### config.mk
export PLATFORM = sky130hd
export DESIGN_NAME = conexao_sensor_multi_flat
export DESIGN_NICKNAME = d
export VERILOG_FILES = /design/src/rtl/conexao_sensor_multi_if.sv /design/src/rtl/conexao_sensor_multi.sv /design/src/flat_wrapper.sv
export SDC_FILE = /design/constraint.sdc
export NUM_CORES = 1
export LEC_CHECK = 0
export CAP_MARGIN = 20
export CORE_ASPECT_RATIO = 0.6
export CORE_MARGIN = 2
export CORE_UTILIZATION = 55
export CTS_BUF_LIST = sky130_fd_sc_hd__clkbuf_4
export CTS_CLUSTER_DIAMETER = 50
export DETAILED_ROUTE_END_ITERATION = 8
export GPL_ROUTABILITY_DRIVEN = 1
export PLACE_DENSITY = 0.86
export RECOVER_POWER = 100
export SLEW_MARGIN = 20
export SYNTH_ARGS = -nofsm -noshare
export SYNTH_HDL_FRONTEND = slang
export SYNTH_SLANG_ARGS = --single-unit
### constraint.sdc
create_clock -name i_clock -period 6.7 [get_ports i_clock]
set_clock_uncertainty 0.1 [all_clocks]
set_input_delay 1.005 -clock i_clock [delete_from_list [all_inputs] [get_ports i_clock]]
set_output_delay 1.005 -clock i_clock [all_outputs]
set_load 0.03 [all_outputs]
### src/rtl/conexao_sensor_multi_if.sv
// Host request/response bundle for the multi-channel sensor controller.
// Latency: n/a (wiring only).
// Backpressure: none; the host must hold off requests while busy is high.
interface conexao_sensor_multi_if;
    logic       enable;
    logic [7:0] request_command;
    logic [7:0] request_address;
    logic       dadosPodemSerEnviados;
    logic [7:0] response_command;
    logic [7:0] response_value;
    logic       busy;
    logic       continuous_active;

    // Host side: issues requests, consumes responses.
    modport master (
        output enable, request_command, request_address,
        input  dadosPodemSerEnviados, response_command, response_value,
        input  busy, continuous_active
    );

    // Controller side.
    modport slave (
        input  enable, request_command, request_address,
        output dadosPodemSerEnviados, response_command, response_value,
        output busy, continuous_active
    );
endinterface

### src/rtl/conexao_sensor_multi.sv
// Multi-channel sensor controller: one-shot and continuous acquisition, checksum check, host responses.
// Latency: sensor response 2 cycles after the sampled done; non-sensor response 1 cycle after enable.
// Backpressure: busy high ignores enable; a channel that never answers is released by the timeout.
module conexao_sensor_multi #(
    parameter int NUM_SENSORS    = 4,
    parameter int TIMEOUT_CYCLES = 50_000_000,
    parameter int POLL_CYCLES    = 100_000_000
) (
    input  logic                       i_clock,
    input  logic                       i_reset,
    conexao_sensor_multi_if.slave      host,
    output logic [NUM_SENSORS-1:0]     o_sensor_start,
    input  logic [NUM_SENSORS-1:0]     i_sensor_done,
    input  logic [NUM_SENSORS-1:0]     i_sensor_error,
    input  logic [40*NUM_SENSORS-1:0]  i_sensor_data
);

    typedef enum logic [2:0] {
        S_IDLE,
        S_START,
        S_WAIT,
        S_EVAL,
        S_SEND,
        S_CONT
    } state_t;

    localparam logic [31:0] TOUT_LAST = 32'(TIMEOUT_CYCLES - 1);
    localparam logic [31:0] POLL_LAST = 32'(POLL_CYCLES - 1);

    state_t                 r_state;
    logic [7:0]             r_cmd;
    logic [7:0]             r_addr;
    logic [31:0]            r_tcnt;
    logic [31:0]            r_pcnt;
    logic [39:0]            r_data;
    logic                   r_err;
    logic                   r_tout;
    logic [NUM_SENSORS-1:0] r_start;
    logic                   r_strobe;
    logic [7:0]             r_resp_cmd;
    logic [7:0]             r_resp_val;
    logic                   r_busy;
    logic                   r_cont;
    logic                   r_cont_ret;   // SEND returns to CONT instead of IDLE

    logic [NUM_SENSORS-1:0] w_req_onehot;
    logic [NUM_SENSORS-1:0] w_lat_onehot;
    logic                   w_done_sel;
    logic                   w_err_sel;
    logic [39:0]            w_data_sel;
    logic                   w_addr_ok;
    logic [7:0]             w_sum;
    logic                   w_fail;
    logic                   w_stop_match;

    // Decode requested/latched channel and mux the latched channel's sensor inputs.
    always_comb begin
        w_req_onehot = '0;
        w_lat_onehot = '0;
        w_done_sel   = 1'b0;
        w_err_sel    = 1'b0;
        w_data_sel   = '0;
        for (int n = 0; n < NUM_SENSORS; n++) begin
            if (host.request_address == 8'(n)) begin
                w_req_onehot[n] = 1'b1;
            end
            if (r_addr == 8'(n)) begin
                w_lat_onehot[n] = 1'b1;
                w_done_sel      = i_sensor_done[n];
                w_err_sel       = i_sensor_error[n];
                w_data_sel      = i_sensor_data[40*n +: 40];
            end
        end
    end

    // An out-of-range address decodes to no channel at all.
    assign w_addr_ok = |w_req_onehot;

    // Checksum is the byte sum of the four data fields with carries dropped.
    assign w_sum  = r_data[39:32] + r_data[31:24] + r_data[23:16] + r_data[15:8];
    assign w_fail = r_tout | r_err | (w_sum != r_data[7:0]);

    // Stop only disarms the mode it matches: 0x05 for temperature, 0x06 for humidity.
    assign w_stop_match = ((r_cmd == 8'h03) && (host.request_command == 8'h05)) ||
                          ((r_cmd == 8'h04) && (host.request_command == 8'h06));

    // Main controller FSM with registered outputs.
    always_ff @(posedge i_clock or negedge i_reset) begin
        if (!i_reset) begin
            r_state    <= S_IDLE;
            r_cmd      <= '0;
            r_addr     <= '0;
            r_tcnt     <= '0;
            r_pcnt     <= '0;
            r_data     <= '0;
            r_err      <= 1'b0;
            r_tout     <= 1'b0;
            r_start    <= '0;
            r_strobe   <= 1'b0;
            r_resp_cmd <= '0;
            r_resp_val <= '0;
            r_busy     <= 1'b0;
            r_cont     <= 1'b0;
            r_cont_ret <= 1'b0;
        end else begin
            r_start  <= '0;
            r_strobe <= 1'b0;
            case (r_state)
                S_IDLE: begin
                    if (host.enable) begin
                        r_busy <= 1'b1;
                        if (!w_addr_ok) begin
                            r_resp_cmd <= 8'h1F;
                            r_resp_val <= 8'hFE;
                            r_strobe   <= 1'b1;
                            r_cont_ret <= 1'b0;
                            r_state    <= S_SEND;
                        end else if ((host.request_command == 8'h05) ||
                                     (host.request_command == 8'h06)) begin
                            r_resp_cmd <= 8'hAA;
                            r_resp_val <= 8'hAA;
                            r_strobe   <= 1'b1;
                            r_cont_ret <= 1'b0;
                            r_state    <= S_SEND;
                        end else if (host.request_command > 8'h06) begin
                            r_resp_cmd <= 8'h45;
                            r_resp_val <= 8'h45;
                            r_strobe   <= 1'b1;
                            r_cont_ret <= 1'b0;
                            r_state    <= S_SEND;
                        end else begin
                            r_cmd   <= host.request_command;
                            r_addr  <= host.request_address;
                            r_start <= w_req_onehot;
                            r_state <= S_START;
                        end
                    end
                end
                S_START: begin
                    r_tcnt  <= '0;
                    r_state <= S_WAIT;
                end
                S_WAIT: begin
                    // A done on the last timeout cycle still counts as a completed read.
                    if (w_done_sel) begin
                        r_data  <= w_data_sel;
                        r_err   <= w_err_sel;
                        r_tout  <= 1'b0;
                        r_state <= S_EVAL;
                    end else if (r_tcnt == TOUT_LAST) begin
                        r_err   <= 1'b0;
                        r_tout  <= 1'b1;
                        r_state <= S_EVAL;
                    end else begin
                        r_tcnt <= r_tcnt + 32'd1;
                    end
                end
                S_EVAL: begin
                    r_strobe   <= 1'b1;
                    r_cont_ret <= (r_cmd == 8'h03) || (r_cmd == 8'h04);
                    r_state    <= S_SEND;
                    if (w_fail) begin
                        r_resp_cmd <= 8'h1F;
                        r_resp_val <= 8'h1F;
                    end else if (r_cmd == 8'h00) begin
                        r_resp_cmd <= 8'h07;
                        r_resp_val <= 8'h07;
                    end else if ((r_cmd == 8'h01) || (r_cmd == 8'h03)) begin
                        r_resp_cmd <= 8'h09;
                        r_resp_val <= r_data[23:16];
                    end else begin
                        r_resp_cmd <= 8'h08;
                        r_resp_val <= r_data[39:32];
                    end
                end
                S_SEND: begin
                    r_busy <= 1'b0;
                    if (r_cont_ret) begin
                        r_cont  <= 1'b1;
                        r_pcnt  <= '0;
                        r_state <= S_CONT;
                    end else begin
                        r_state <= S_IDLE;
                    end
                end
                S_CONT: begin
                    // A host request in the same cycle as the poll tick wins; the poll is skipped.
                    if (host.enable) begin
                        r_busy   <= 1'b1;
                        r_strobe <= 1'b1;
                        r_pcnt   <= '0;
                        r_state  <= S_SEND;
                        if (w_stop_match) begin
                            r_resp_cmd <= 8'h0A;
                            r_resp_val <= 8'h0A;
                            r_cont     <= 1'b0;
                            r_cont_ret <= 1'b0;
                        end else begin
                            r_resp_cmd <= 8'hFF;
                            r_resp_val <= 8'hFF;
                            r_cont_ret <= 1'b1;
                        end
                    end else if (r_pcnt == POLL_LAST) begin
                        r_busy  <= 1'b1;
                        r_start <= w_lat_onehot;
                        r_pcnt  <= '0;
                        r_state <= S_START;
                    end else begin
                        r_pcnt <= r_pcnt + 32'd1;
                    end
                end
                default: begin
                    r_state <= S_IDLE;
                end
            endcase
        end
    end

    assign o_sensor_start             = r_start;
    assign host.dadosPodemSerEnviados = r_strobe;
    assign host.response_command      = r_resp_cmd;
    assign host.response_value        = r_resp_val;
    assign host.busy                  = r_busy;
    assign host.continuous_active     = r_cont;

endmodule

### src/flat_wrapper.sv
// flat-port wrapper written by rule: the top's interface ports become plain ports
module conexao_sensor_multi_flat 
#(
    parameter int NUM_SENSORS    = 4,
    parameter int TIMEOUT_CYCLES = 50_000_000,
    parameter int POLL_CYCLES    = 100_000_000
)
  (i_clock, i_reset, o_sensor_start, i_sensor_done, i_sensor_error, i_sensor_data, host_enable, host_request_command, host_request_address, host_dadosPodemSerEnviados, host_response_command, host_response_value, host_busy, host_continuous_active);
  conexao_sensor_multi_if host_i ();
  input  logic i_clock;
  input  logic i_reset;
  output logic [NUM_SENSORS-1:0] o_sensor_start;
  input  logic [NUM_SENSORS-1:0] i_sensor_done;
  input  logic [NUM_SENSORS-1:0] i_sensor_error;
  input  logic [40*NUM_SENSORS-1:0] i_sensor_data;
  input wire logic [$bits(host_i.enable)-1:0] host_enable;
  input wire logic [$bits(host_i.request_command)-1:0] host_request_command;
  input wire logic [$bits(host_i.request_address)-1:0] host_request_address;
  output wire logic [$bits(host_i.dadosPodemSerEnviados)-1:0] host_dadosPodemSerEnviados;
  output wire logic [$bits(host_i.response_command)-1:0] host_response_command;
  output wire logic [$bits(host_i.response_value)-1:0] host_response_value;
  output wire logic [$bits(host_i.busy)-1:0] host_busy;
  output wire logic [$bits(host_i.continuous_active)-1:0] host_continuous_active;
  assign host_i.enable = host_enable;
  assign host_i.request_command = host_request_command;
  assign host_i.request_address = host_request_address;
  assign host_dadosPodemSerEnviados = host_i.dadosPodemSerEnviados;
  assign host_response_command = host_i.response_command;
  assign host_response_value = host_i.response_value;
  assign host_busy = host_i.busy;
  assign host_continuous_active = host_i.continuous_active;
  conexao_sensor_multi #(.NUM_SENSORS(NUM_SENSORS), .TIMEOUT_CYCLES(TIMEOUT_CYCLES), .POLL_CYCLES(POLL_CYCLES)) u_core (.i_clock(i_clock), .i_reset(i_reset), .host(host_i), .o_sensor_start(o_sensor_start), .i_sensor_done(i_sensor_done), .i_sensor_error(i_sensor_error), .i_sensor_data(i_sensor_data));
endmodule
# ---- Word level (Yosys, flattened, before mapping)
# Index checks and enable logic that the tools add are counted.
dict set report classes {
  add_sub_neg 5
  n_mul 0
  div_mod_pow 0
  n_lt_le_gt_ge 1
  eq_ne 28
  shifts 0
  n_mux 85
  bitwise_logic 4
  n_reduce_logical 25
}
# op count
set op_table {}
lappend op_table {{32-bit two-way mux} 5}
lappend op_table {{40-bit two-way mux} 4}
lappend op_table {{32-bit one-hot mux with 2 select lines} 2}
lappend op_table {{8-bit two-way mux} 13}
lappend op_table {{32-bit by 1-bit adder with 32-bit output, second input constant} 2}
lappend op_table {{8-bit one-hot mux with 3 select lines} 2}
lappend op_table {{8-bit by 2-bit equality test with 1-bit output, second input constant} 5}
lappend op_table {{1-bit two-way mux} 38}
lappend op_table {{32-bit by 26-bit equality test with 1-bit output, second input constant} 1}
lappend op_table {{32-bit by 27-bit equality test with 1-bit output, second input constant} 1}
lappend op_table {{3-bit two-way mux} 9}
lappend op_table {{8-bit adder} 3}
lappend op_table {{8-bit by 1-bit equality test with 1-bit output, second input constant} 3}
lappend op_table {{8-bit by 3-bit equality test with 1-bit output, second input constant} 3}
lappend op_table {{8-bit logical NOT} 3}
lappend op_table {{4-bit two-way mux} 6}
lappend op_table {{3-bit one-hot mux with 6 select lines} 1}
lappend op_table {{1-bit one-hot mux with 3 select lines} 3}
lappend op_table {{3-bit AND reduction} 3}
lappend op_table {{8-bit by 3-bit > comparator with 1-bit output, second input constant} 1}
lappend op_table {{2-bit inequality test, second input constant} 4}
lappend op_table {{8-bit inequality test} 1}
lappend op_table {{4-bit one-hot mux with 2 select lines} 1}
lappend op_table {{4-bit AND reduction} 2}
lappend op_table {{other kinds (18)} 32}
dict set report word_totals {
  ff_bits 149
  latch_bits 0
  ram_bits 0
  rom_bits 0
  inputBits 187
  output_inout_bits 23
  elab_cells 163
  n_memories 0
}

# ---- Logic depth before layout (Yosys ltp)
dict set report depth {
  ltp_word 7
  depth_mapped 12
  mapped_depth_nobuf 12
}

# ---- Worst setup path after synthesis
# Ideal clock, no wire load.
dict set report synth_path {
  kind {reg2reg}
  start {register u_core.r_data[9]}
  end {register u_core.r_resp_cmd[2] (netlist: u_core.host.response_command[2])}
  arrival_ns 3.353
  required_time_ns 6.459
  path_slack_ns 3.106
  stages_incl_launch_ff 12
  n_path_buf 0
  path_cell_list {dfrtp_1 -> fa_1 -> inv_1 -> fa_1 -> inv_1 -> ha_1 -> fa_1 -> xor2_1 -> nor4_1 -> o2111ai_1 -> nor4_2 -> o21ai_0}
}
dict set report synth_via {
  elab_chain_cells 5
}
# item line_no
set synth_lines {}
lappend synth_lines {{start: declaration} conexao_sensor_multi.sv:35} ;# logic [39:0] r_data;
lappend synth_lines {{start signal: assignment} conexao_sensor_multi.sv:146} ;# r_data <= w_data_sel;
lappend synth_lines {{8-bit adder} conexao_sensor_multi.sv:80} ;# assign w_sum = r_data[39:32] + r_data[31:24] + r_data[23:16] + r_data[15:8];
lappend synth_lines {{8-bit inequality test} conexao_sensor_multi.sv:81} ;# assign w_fail = r_tout | r_err | (w_sum != r_data[7:0]);
lappend synth_lines {{1-bit bitwise OR} conexao_sensor_multi.sv:81}
lappend synth_lines {{8-bit two-way mux} conexao_sensor_multi.sv:162} ;# if (w_fail) begin
lappend synth_lines {{8-bit one-hot mux with 3 select lines} conexao_sensor_multi.sv:108} ;# case (r_state)
lappend synth_lines {{end signal: assignment} conexao_sensor_multi.sv:113} ;# r_resp_cmd <= 8'h1F;
lappend synth_lines {{end signal: assignment} conexao_sensor_multi.sv:163} ;# r_resp_cmd <= 8'h1F;
lappend synth_lines {{end signal: assignment} conexao_sensor_multi.sv:166} ;# r_resp_cmd <= 8'h07;
lappend synth_lines {{end: declaration} conexao_sensor_multi.sv:40} ;# logic [7:0] r_resp_cmd;
# Every way passes these cells.
# A chain may end at the register's enable or synchronous reset.

# ---- Worst setup path after layout
# Ends and elaborated chain as after synthesis.

==> run summary <==
The signed area change from the synthesized netlist to the final layout came out at 27.2%. The cell leakage power came out at 4.75 nW. Entering global routing, the biggest net connects 102 pins. The first-pass iteration count of the detailed router came out at 5. The final number of max-transition violations was 102. The mean number of vias per cell is 5.81.

The half-perimeter wire length of the detailed placement result came out at 18.0 mm. The post-route core utilization came out at 0.708. Setup violations remaining at the end of the flow were counted as 0.

The total setup buffers inserted after CTS is 0. The number of global-route vias before repair is 7,354. Overall power consumption after layout is estimated at 3.89 mW. The wire length reported by the detailed router came out at 23.5 mm. Summed over all instances, the cell type with the most area after synthesis is dfrtp_1. The floorplan row count came out at 36. The post-layout minimum cycle time is 4.23 ns. The count of different cell masters after synthesis came out at 74. Counting the buffers created by CTS gives 17. Setup repair after global routing left no endpoint under its margin.

TritonCTS built the clock tree. In this run, synthesis inferred 0 flip-flops with an integrated enable. The clock net sink count came out at 148. Clock latency on the worst-skew pair, taken at its later pin, is 0.55 ns.

The average wire per standard cell came out at 18.0 um. The floorplan step defined a core boundary enclosing 0.0160 mm2. The max-capacitance violation count came out at 3.

The cell sitting at the root of the clock tree is a clkbuf_4. The async set or reset register ratio after synthesis is 1.00. The critical path in this run is classified as reg2reg. The required time at the worst-slack endpoint is 7.00 ns. The headroom to the max-slew limit came out at -0.688. The startpoint identified for the worst hold timing path is u_core.r_pcnt[24]$_DFFE_PN0P_. The full die area came out at 0.0173 mm2.

The first-iteration detailed-routing DRC count came out at 509. During I/O placement, the number of pins put on the boundary was 210. The post-synthesis instance area is 0.00892 mm2. The number of instances in the placed design is 1,271.

The synthesized area per cell is 10.0 um2. The worst vdd rail ir drop came out at 0.360 mV. The power density over the cells came out at 343 mW/mm2.

For the worst setup path, the data arrival time is 4.53 ns. The synthesized instance count came out at 891. The final route contains 7,579 vias.

The layout cell share with drive strength beyond 1 came out at 0.0913. In this run the worst hold path is classified as reg2reg. Dividing the final minimum period by the clock period gives 0.631. The first global-routing pass estimated 38.0 mm of wire. The destination of the worst hold path is u_core.r_pcnt[24]$_DFFE_PN0P_. The number of buffers inserted for hold repair after clock tree synthesis came out at 0. The post-CTS clock slew at the launch and capture registers of the worst setup and hold paths came out at 0.13 ns. The top achievable clock speed is 236 MHz. The worst setup path is captured at a flip-flop. The final number of hold-violating endpoints was 0. The count of input and output buffers is 209. Once layout is complete, the cells apart from fillers number 1,304. The highest fanout seen on the critical path is 6. The initial utilization of the core area, before any placement, comes to 0.556. The final weighted congestion in routability-driven placement is 0.888. The flow ran to the end, but the final reports show violations. The final reports fail on capacitance limit, slew limit. Among all flip-flop cells after synthesis, the most frequent one is dfrtp_1. The final layout net count is 1,292. The remaining antenna violation count came out at 0. The share of the yosys chip area belonging to registers is 0.415. Ranked by total cell area, the synthesized netlist is headed by dfrtp_1 (42%), mux4_2 (11%), nand2_1 (4.9%). Across all hold checks on the routed design, the worst slack comes to 0.393 ns. The number of nets in the synthesized netlist is 1,101. The overflow left after global routing is 0. The worst setup path is launched from a flip-flop.

The number of antenna violations at the first check in global routing came out at 0. The H-tree was split into 4 levels. In the global route stage, overall resource usage came out at 0.284.

The instance count along the most critical hold path is 1. The capturing point of the worst reg2reg path is u_core.host.response_command[2]$_DFFE_PN0P_. The Yosys step of the flow raised 0 warnings. The final-layout setup total negative slack came out at 0 ns.

The share of synthesized area in the top cell type comes to 0.415. The transition time at the pin with the least slew margin is 2.53 ns. The number of inserted diodes is 0. The startpoint identified for the worst register-to-register timing path is u_core.r_data[9]$_DFFE_PN0P_.

In the routed design, unresolved DRC markers number 0. The maximum buffer depth of the clock tree is 2. The total of flip-flops plus latches after synthesis is 148. The cell depth of the worst flop-to-flop path came out at 11. The reg-to-reg setup timing slack came out at 2.47 ns.

Gates resized during post-CTS repair numbered 0. The die width is 168 um. Measured along the y axis, the die boundary spans 103 um.
==> placed cells by master (no fill, tap or decap), drive strengths merged, types with 7 or more instances in the layout <==
cell type,n
and3,8
or3,8
xnor2,38
dfrtp,148
nor4b,7
clkdlybuf4s50,182
a21oi,28
nand4,11
nor2b,22
dlygate4sd3,26
nor2,78
mux4,42
and4,7
fa,14
clkbuf,22
ha,9
buf,7
and2,10
xor2,21
nand3,44
o21ai,75
nor4,23
inv,29
mux2,9
a31oi,7
nor3,27
nand2,118
clkinv,7
==> metal layers <==
metal  vias to the layer above  routed length (um)  share of wire  GRT usage
met5                         -                   0              0          0
met4                         0                 347          0.015     0.0862
met3                        32                1900          0.081     0.0664
met2                       307               10600           0.45      0.443
met1                      3664               10700           0.45      0.402
li1                       3576                   -              -          -
==> worst max-delay path by stage <==
stage	startpoint	end	slack [ns]	cells past startpoint
final	u_core.r_data[9]$_DFFE_PN0P_	u_core.host.response_command[2]$_DFFE_PN0P_	2.47	11
after global routing	u_core.r_data[17]$_DFFE_PN0P_	u_core.host.response_command[2]$_DFFE_PN0P_	2.13	11
after CTS	u_core.r_data[9]$_DFFE_PN0P_	u_core.host.response_command[2]$_DFFE_PN0P_	2.75	11
after detailed placement	u_core.r_data[9]$_DFFE_PN0P_	u_core.host.response_command[2]$_DFFE_PN0P_	2.83	11
after global placement	u_core.r_data[9]$_DFFE_PN0P_	u_core.host.response_command[2]$_DFFE_PN0P_	2.92	11
after floorplan	u_core.r_data[9]$_DFFE_PN0P_	u_core.host.response_command[2]$_DFFE_PN0P_	3.11	11
==> area by class of cell <==
type | count | area [um2]
clock buffer | 18 | 135
clock inverter | 14 | 154
fill | 1200 | 4690
inverter | 26 | 97.6
multi-input combinational | 670 | 4840
sequential | 148 | 3700
tap | 209 | 262
timing repair buffer | 219 | 2160
==> synthesized netlist by cell type (all sizes together) (8+ instances only) <==
master / instances
nor3: 27
and3: 8
nand2: 118
buf: 15
mux2: 9
mux4: 42
dfrtp: 148
or3: 8
clkbuf: 32
xnor2: 38
a21oi: 28
and2: 10
o21ai: 75
xor2: 21
nor2b: 22
inv: 25
nand3: 44
nand4: 11
ha: 9
nor4: 23
fa: 14
nor2: 78
==> worst max-delay path, cell delays in order, from the launching register on <==
cell	delay, ns
dfrtp_1	0.42
fa_1	0.54
inv_1	0.06
fa_1	0.52
inv_1	0.05
ha_1	0.22
fa_1	0.45
xor2_1	0.17
nor4_1	0.27
o2111ai_1	0.32
nor4_1	0.79
o21ai_0	0.20
==> per-stage QoR <==
stage	setup slack, ns	instance area [um2]
global placement	2.92	11100
CTS	2.75	11400
detailed placement	2.83	11100
global route	2.13	11300
floorplan	3.11	8920
finish	2.47	11300
==> power by group <==
group	internal [mW]	switching, mW
clock network	0.230	0.352
logic	0.891	1.13
registers	1.08	0.203
total	2.21	1.68
==> sequential cells by signal, summed over array words and instances, names as in the netlist, 3 cells and up <==
| name | count |
|---|---|
| u_core.r_cmd | 8 |
| u_core.r_addr | 8 |
| u_core.r_state | 3 |
| u_core.r_tcnt | 32 |
| u_core.o_sensor_start | 4 |
| u_core.host.response_command | 7 |
| u_core.r_data | 40 |
| u_core.r_pcnt | 32 |
| u_core.host.response_value | 8 |
==> logic make-up (layout without fill, tap and decap cells) <==
logic type,after synthesis,in the layout,synth area share
compound gates,149,149,0.100
fa+ha+maj,23,23,0.0440
flops,148,148,0.415
mux,55,55,0.122
simple gates,382,382,0.221
xor+xnor,61,61,0.0630
buf+inv,73,277,0.0352
Note: power is estimated with default switching activity, not from simulation.
